===== src/rtl/time_set_ctrl.sv =====
// Time-setting front end: button debounce, hour/minute edit FSM, load pulse and blink mask.
// Optional auto-repeat of UP while held is built when TIME_SET_AUTOREPEAT_EN is defined.
module time_set_ctrl #(
   parameter int unsigned CLK_HZ          = 100000000,
   parameter int unsigned DEBOUNCE_MS     = 10,
   parameter int unsigned BLINK_HZ        = 2,
   parameter int unsigned REPEAT_DELAY_MS = 500,
   parameter int unsigned REPEAT_HZ       = 8
) (
   input  logic       clock,
   input  logic       reset,
   input  logic       btn_mode,
   input  logic       btn_up,
   input  logic [3:0] cur_h1,
   input  logic [3:0] cur_h2,
   input  logic [3:0] cur_m1,
   input  logic [3:0] cur_m2,
   output logic [3:0] set_h1,
   output logic [3:0] set_h2,
   output logic [3:0] set_m1,
   output logic [3:0] set_m2,
   output logic       load_time,
   output logic       editing,
   output logic [5:0] blink_mask
);

   localparam int unsigned DebounceCyc = CLK_HZ / 1000 * DEBOUNCE_MS;
   localparam int unsigned BlinkHalf   = CLK_HZ / (2 * BLINK_HZ);
   localparam int unsigned DebW        = $clog2(DebounceCyc + 1);
   localparam int unsigned BlinkW      = $clog2(BlinkHalf + 1);

   if (DebounceCyc == 0 || BlinkHalf == 0 || REPEAT_HZ == 0 || REPEAT_HZ > CLK_HZ ||
       REPEAT_DELAY_MS == 0) begin : g_bad_param
      $error("time_set_ctrl: parameters give a zero-length debounce, blink or repeat period");
   end

   typedef enum logic [1:0] {StRun, StSetHour, StSetMin, StCommit} state_e;

   // Index 0 is MODE, index 1 is UP.
   logic [1:0]      sync1_q, sync2_q, deb_q, deb_d, press_q, press_d;
   logic [DebW-1:0] deb_cnt_q [2];
   logic [DebW-1:0] deb_cnt_d [2];

   state_e            state_q, state_d;
   logic [3:0]        h1_q, h2_q, m1_q, m2_q, h1_d, h2_d, m1_d, m2_d;
   logic [BlinkW-1:0] bcnt_q, bcnt_d;
   logic              phase_q, phase_d;
   logic              load_q, load_d, edit_q, edit_d;
   logic [5:0]        mask_q, mask_d;
   logic              mode_ev, up_ev;

   always_comb begin
      for (int i = 0; i < 2; i++) begin
         deb_d[i]     = deb_q[i];
         deb_cnt_d[i] = '0;
         press_d[i]   = 1'b0;
         // Counter only runs while the synced level disagrees with the debounced one.
         if (sync2_q[i] != deb_q[i]) begin
            if (deb_cnt_q[i] == DebW'(DebounceCyc - 1)) begin
               deb_d[i]   = sync2_q[i];
               press_d[i] = sync2_q[i];
            end else begin
               deb_cnt_d[i] = deb_cnt_q[i] + DebW'(1);
            end
         end
      end
   end

   assign mode_ev = press_q[0];

`ifdef TIME_SET_AUTOREPEAT_EN
   localparam int unsigned RepDelay  = CLK_HZ / 1000 * REPEAT_DELAY_MS;
   localparam int unsigned RepPeriod = CLK_HZ / REPEAT_HZ;
   localparam int unsigned RepMax    = (RepDelay > RepPeriod) ? RepDelay : RepPeriod;
   localparam int unsigned RepW      = $clog2(RepMax + 1);

   logic [RepW-1:0] rep_cnt_q, rep_cnt_d;
   logic            rep_armed_q, rep_armed_d, rep_hold, rep_fire;

   always_comb begin
      rep_hold    = deb_q[1] && (state_q == StSetHour || state_q == StSetMin);
      rep_fire    = rep_hold && (rep_armed_q ? (rep_cnt_q == RepW'(RepPeriod - 1))
                                             : (rep_cnt_q == RepW'(RepDelay - 1)));
      rep_cnt_d   = rep_cnt_q + RepW'(1);
      rep_armed_d = rep_armed_q;
      if (!rep_hold || state_d != state_q) begin
         rep_cnt_d   = '0;
         rep_armed_d = 1'b0;
      end else if (rep_fire) begin
         rep_cnt_d   = '0;
         rep_armed_d = 1'b1;
      end
   end

   always_ff @(posedge clock or posedge reset) begin
      if (reset) begin
         rep_cnt_q   <= '0;
         rep_armed_q <= 1'b0;
      end else begin
         rep_cnt_q   <= rep_cnt_d;
         rep_armed_q <= rep_armed_d;
      end
   end

   assign up_ev = press_q[1] | rep_fire;
`else
   assign up_ev = press_q[1];
`endif

   always_comb begin
      state_d = state_q;
      h1_d    = h1_q;
      h2_d    = h2_q;
      m1_d    = m1_q;
      m2_d    = m2_q;
      unique case (state_q)
         StRun: begin
            if (mode_ev) begin
               state_d = StSetHour;
               {h1_d, h2_d, m1_d, m2_d} = {cur_h1, cur_h2, cur_m1, cur_m2};
            end
         end
         StSetHour: begin
            if (mode_ev) begin
               state_d = StSetMin;
            end else if (up_ev) begin
               if (h1_q == 4'd2 && h2_q == 4'd3) begin
                  {h1_d, h2_d} = 8'h00;
               end else if (h2_q == 4'd9) begin
                  h1_d = h1_q + 4'd1;
                  h2_d = 4'd0;
               end else begin
                  h2_d = h2_q + 4'd1;
               end
            end
         end
         StSetMin: begin
            if (mode_ev) begin
               state_d = StCommit;
            end else if (up_ev) begin
               if (m2_q != 4'd9) begin
                  m2_d = m2_q + 4'd1;
               end else begin
                  m2_d = 4'd0;
                  m1_d = (m1_q == 4'd5) ? 4'd0 : m1_q + 4'd1;
               end
            end
         end
         StCommit: state_d = StRun;
         default:  state_d = StRun;
      endcase

      edit_d  = (state_d == StSetHour) || (state_d == StSetMin);
      load_d  = (state_d == StCommit);
      phase_d = phase_q;
      bcnt_d  = bcnt_q + BlinkW'(1);
      // Fresh entry into an edit state restarts blinking with digits visible.
      if (!edit_d || state_d != state_q) begin
         phase_d = 1'b0;
         bcnt_d  = '0;
      end else if (bcnt_q == BlinkW'(BlinkHalf - 1)) begin
         phase_d = ~phase_q;
         bcnt_d  = '0;
      end
      mask_d = 6'b000000;
      if (phase_d && state_d == StSetHour) mask_d = 6'b110000;
      if (phase_d && state_d == StSetMin)  mask_d = 6'b001100;
   end

   always_ff @(posedge clock or posedge reset) begin
      if (reset) begin
         sync1_q <= '0;
         sync2_q <= '0;
         deb_q   <= '0;
         press_q <= '0;
         for (int i = 0; i < 2; i++) deb_cnt_q[i] <= '0;
         state_q <= StRun;
         {h1_q, h2_q, m1_q, m2_q} <= '0;
         bcnt_q  <= '0;
         phase_q <= 1'b0;
         load_q  <= 1'b0;
         edit_q  <= 1'b0;
         mask_q  <= '0;
      end else begin
         sync1_q <= {btn_up, btn_mode};
         sync2_q <= sync1_q;
         deb_q   <= deb_d;
         press_q <= press_d;
         for (int i = 0; i < 2; i++) deb_cnt_q[i] <= deb_cnt_d[i];
         state_q <= state_d;
         {h1_q, h2_q, m1_q, m2_q} <= {h1_d, h2_d, m1_d, m2_d};
         bcnt_q  <= bcnt_d;
         phase_q <= phase_d;
         load_q  <= load_d;
         edit_q  <= edit_d;
         mask_q  <= mask_d;
      end
   end

   assign set_h1     = h1_q;
   assign set_h2     = h2_q;
   assign set_m1     = m1_q;
   assign set_m2     = m2_q;
   assign load_time  = load_q;
   assign editing    = edit_q;
   assign blink_mask = mask_q;

endmodule

===== config.mk =====
export PLATFORM = sky130hd
export DESIGN_NAME = time_set_ctrl
export DESIGN_NICKNAME = d
export VERILOG_FILES = /design/src/rtl/time_set_ctrl.sv
export SDC_FILE = /design/constraint.sdc
export NUM_CORES = 1
export LEC_CHECK = 0
export ABC_CLOCK_PERIOD_IN_PS = 4300
export CAP_MARGIN = 40
export CORE_MARGIN = 3
export CORE_UTILIZATION = 55
export CTS_BUF_LIST = sky130_fd_sc_hd__clkbuf_8 sky130_fd_sc_hd__clkbuf_16
export CTS_CLUSTER_DIAMETER = 120
export DETAILED_ROUTE_END_ITERATION = 8
export PLACE_DENSITY = 0.77
export SETUP_SLACK_MARGIN = 0.02
export SLEW_MARGIN = 20
export SYNTH_ARGS = -nofsm -noshare
export SYNTH_HDL_FRONTEND = slang
export SYNTH_SLANG_ARGS = --single-unit

===== constraint.sdc =====
create_clock -name clock -period 4.3 [get_ports clock]
set_clock_uncertainty 0.2 [all_clocks]
set_input_delay 0.43 -clock clock [delete_from_list [all_inputs] [get_ports clock]]
set_output_delay 0.43 -clock clock [all_outputs]
set_load 0.01 [all_outputs]

# Yosys cells after proc, flatten, opt, wreduce, memory -nomap -nowiden
# Cells that the tools add are included.
# word_totals
input_bits,20
out_inout_bits,24
reg_bits,100
# classes
bitwise,1
eq_ne,24
n_addsub,7
muxes,41
reduce_logical,15
# op_table
operator,count
two-way mux 20 bit,4
two-way mux 4 bit,19
two-way mux 25 bit,2
adder 20 x 1 -> 20 bit (second input constant),2
== test 20 bit (second input constant),2
one-hot mux 4 bit (2 select lines),4
adder 25 x 1 -> 25 bit (second input constant),1
== test 25 bit (second input constant),1
adder 4 x 1 -> 4 bit (second input constant),4
two-way mux 6 bit,2
!= test 2 bit (second input constant),6
AND reduction 5 bit,2
== test 2 bit (second input constant),4
== test 4 x 2 -> 1 bit (second input constant),2
one-hot mux 2 bit (4 select lines),1
AND reduction 4 bit,2
two-way mux 1 bit,6
two-way mux 2 bit,3
== test 2 x 1 -> 1 bit (second input constant),2
== test 4 x 3 -> 1 bit (second input constant),1
== test 4 bit (second input constant),1
!= test 4 bit (second input constant),1
AND reduction 2 bit,2
nonzero test 2 bit,2
other kinds (8),12

# Longest topological paths before layout
# logic_depth
word_depth,10
ltp_mapped,9
ltp_nobuf,7

# Worst setup path before layout
# OpenSTA, ideal clock, no wires.
# synth_timing
path_type,register to register
start,register state_q[0]
end,register bcnt_q[18]
n_path_buf,3
arrival_ns,2.346
path_slack_ns,1.677
setup_time_ns,0.077
path_stages_with_launch,10
period_less_slack_ns,2.623
path_cell_list,dfrtp_1 > clkbuf_1 > nand2b_1 > clkbuf_1 > nand2_1 > ha_1 > a211oi_1 > o21ai_4 > buf_4 > a21oi_1
# synth_between
elab_chain_cells,7
# synth_rtl
item,line_no,rtl
start: declaration,44,"state_e state_q, state_d;"
start signal: assignment,177,state_q <= StRun;
start signal: assignment,190,state_q <= state_d;
== test 2 bit (tied with other cells),116,unique case (state_q)
one-hot mux 2 bit (4 select lines) (*),116,
named net state_d[1],44,
== test 2 x 1 -> 1 bit / == test 2 bit (equally long branches),153,edit_d = (state_d == StSetHour) || (state_d == StSetMin);
logical OR 1 bit,153,
logical NOT 1 bit,158,if (!edit_d || state_d != state_q) begin
logical OR 1 bit (*),158,
two-way mux 25 bit (*),158,
named net bcnt_d[18],46,"logic [BlinkW-1:0] bcnt_q, bcnt_d;"
end signal: assignment,192,bcnt_q <= bcnt_d;
end: declaration,46,
# The timed path passes the listed nets; every way through them passes the cells marked *.
# A chain may end at the register's enable or synchronous reset.

# Worst setup path in the final report
# layout_timing
start,register state_q[0]
end,register bcnt_q[11]
# Same word-level chain as after synthesis.

==> flow_summary.toml <==
[cells_and_area]
n_antenna_cell = 0
final_nets = 585
layout_commonest_cell = "dfrtp_1"
drive_gt1_frac = 0.0554
final_cell_mix = "dfrtp_1 (96), nor2_1 (53), a21oi_1 (41), clkdlybuf4s50_1 (41), nand2_1 (35)"
fillers = 736
final_core_util = 0.649
synthToLayoutAreaGrowth_pct = 14.2

[clock_network]
hold_buffers = 0
clock_latency_ns = 0.36
post_cts_buffers = 0
clk_pin_slew_ns = 0.10
cts_resized = 0
clkSinkCount = 96
cts_buffers = 9
cts-root-buf = "clkbuf_8"
cts_tree = "built"
h-tree-depth = 3
cts_buffer_depth = 2

[placed_design]
routabilityCongestion = 0.829
port_buffers = 41
hpwl_um = 6850

[power]
vdd_drop_max_v = 0.000158
leakagePower_nw = 2.20
p_total_mw = 1.56
powerDensity_mw_per_mm2 = 275

[sta]
min_period_ns = 2.87
rsz0062_at_grt = "no"
setup_violations = 0
worstMarginPinSlew_ns = 0.714
setup_tns_ns = 0
final_max_slew_viol_count = 0
hold_violations = 0
fmax_mhz = 348
relSlewSlack = 0.524
finalCritPeriodShare = 0.668

[min_path]
hold_path.class = "reg2reg"
hold_start = "sync1_q[1]"

[yosys]
synth.distinct_cells = 55
ys_top_cells_by_area = "dfrtp_1 (48%), xnor2_1 (5.3%), a21oi_1 (4.1%)"
syn_area_per_cell_um2 = 9.65
synth_top_area_frac = 0.483
synthFlopType = "dfrtp_1"
synth_enable_flop_cells = 0
synthCells = 516
yosys_register_bits = 96
yosysWarningCount = 0
async_flop_share = 1.00
yosysSeqAreaShare = 0.483
synth_top_area_cell = "dfrtp_1"
syn_area_mm2 = 0.00498

[worst_setup_path]
r2r_start = "state_q[0]"
critPathLaunchType = "register"
critPathKind = "reg2reg"
crit_arrival_ns = 2.95
required_ns = 4.38
critPathLaunch = "state_q[0]"
cp_max_fo = 25
endpoint_kind = "register"

[global_routing]
grt_pass1_vias = 3746
antenna_found_initial = 0
track_usage = 0.200
overflow = 0
grt_pass1_wl_um = 16800
grt_start_max_net_pins = 42

[route]
vias = 3970
wl_met3_um = 367
wl_um = 9690
dr.pass1.iters = 4
routed-wl-met2_um = 4700
drc = 0
wl_per_cell_um = 14.5
ant_nets = 0
via_per_inst = 5.94
wl_met1_um = 4520
routed.top_layer = "met4"
first_iter_violations = 136

[floorplanning]
die_x_um = 101
core_mm2 = 0.00876
die_area_mm2 = 0.0102
chipHeight_um = 101
io_pins = 44
initial_core_util = 0.568
rows = 34

[job]
maxCapViolations = 0

[run_status]
status = "completed"
-- power breakdown --
part           switching [mW]  total [mW]  internal [mW]  leakage, nW
clock network           0.307       0.589          0.282        0.103
logic                  0.0328      0.0588         0.0260        0.820
registers             0.00714       0.915          0.908         1.28
total                   0.347        1.56           1.22         2.20
-- per-stage QoR --
| step | instances | hold slack [ns] | worst slack [ns] | instance area, um2 |
|---|---|---|---|---|
| CTS | 667 | 0.159 | 1.47 | 5680 |
| global route | 668 | 0.175 | 1.25 | 5690 |
| finish | 668 | 0.152 | 1.43 | 5690 |
| detailed placement | 651 | 0.138 | 1.46 | 5480 |
| floorplan | 517 | 0.131 | 1.16 | 4980 |
| global placement | 650 | 0.132 | 1.61 | 5450 |
-- synthesized netlist by cell type, types with 7 or more instances --
master / n
dfrtp_1: 96
nor2_1: 53
a21oi_1: 41
nand2_1: 35
o21ai_0: 30
xnor2_1: 30
nand3_1: 26
or3_1: 17
nand4_1: 15
inv_1: 13
or4_1: 12
and3_1: 11
clkbuf_1: 10
ha_1: 10
nor3_1: 10
nor4_1: 9
xor2_1: 9
nand2b_1: 7
o31ai_1: 7
-- flip-flops by register name, indices dropped and copies added (netlist names) --
register	cells
set_h1	4
bcnt_q	25
press_q	2
phase_q	1
editing	1
set_h2	4
deb_q	2
set_m2	4
state_q	2
blink_mask	2
set_m1	4
load_time	1
sync2_q	2
sync1_q	2
deb_cnt_q	40
-- final cells by class --
class                   count  area, um2  area share
flip-flops and latches     96       2400       0.422
clock inverters             6       60.1      0.0106
repair buffers             44        445      0.0783
multi-input cells         391       2460       0.432
inverters                  13       51.3     0.00902
well taps                 108        135      0.0238
clock buffers              10        138      0.0242
-- critical path: stages, from the launching register on --
cell	delay [ns]
dfrtp_1	0.50
nand2b_1	0.44
nand2_1	0.21
ha_1	0.35
a211oi_1	0.51
o21ai_4	0.35
a21oi_1	0.24
-- layer usage --
metal	vias up	global-route usage
li1	1948	-
met4	0	0.0573
met2	69	0.331
met3	12	0.0399
met1	1941	0.268
met5	-	0
-- path summary, 6_finish.rpt --
path | cells after the start | endpoint | slack [ns]
min | 0 | sync2_q[1] | 0.15
min reg2reg | 0 | sync2_q[1] | 0.15
min in group asynchronous | 2 | deb_cnt_q[36] | 0.26
max in group asynchronous | 3 | deb_cnt_q[23] | 2.99
max reg2reg | 6 | bcnt_q[11] | 1.43
max | 6 | bcnt_q[11] | 1.43
-- kinds of logic (layout without fill, tap and decap cells) --
| family | after synthesis | after routing | synth area share |
|---|---|---|---|
| compound gates | 103 | 103 | 0.125 |
| xor+xnor | 39 | 39 | 0.0686 |
| simple gates | 232 | 232 | 0.260 |
| fa+ha+maj | 10 | 10 | 0.0251 |
| other cells | 1 | 2 | 0.000753 |
| flops | 96 | 96 | 0.483 |
| buf+inv | 30 | 73 | 0.0274 |
| mux | 5 | 5 | 0.0106 |
No activity file was read; power rests on OpenSTA's default activity.
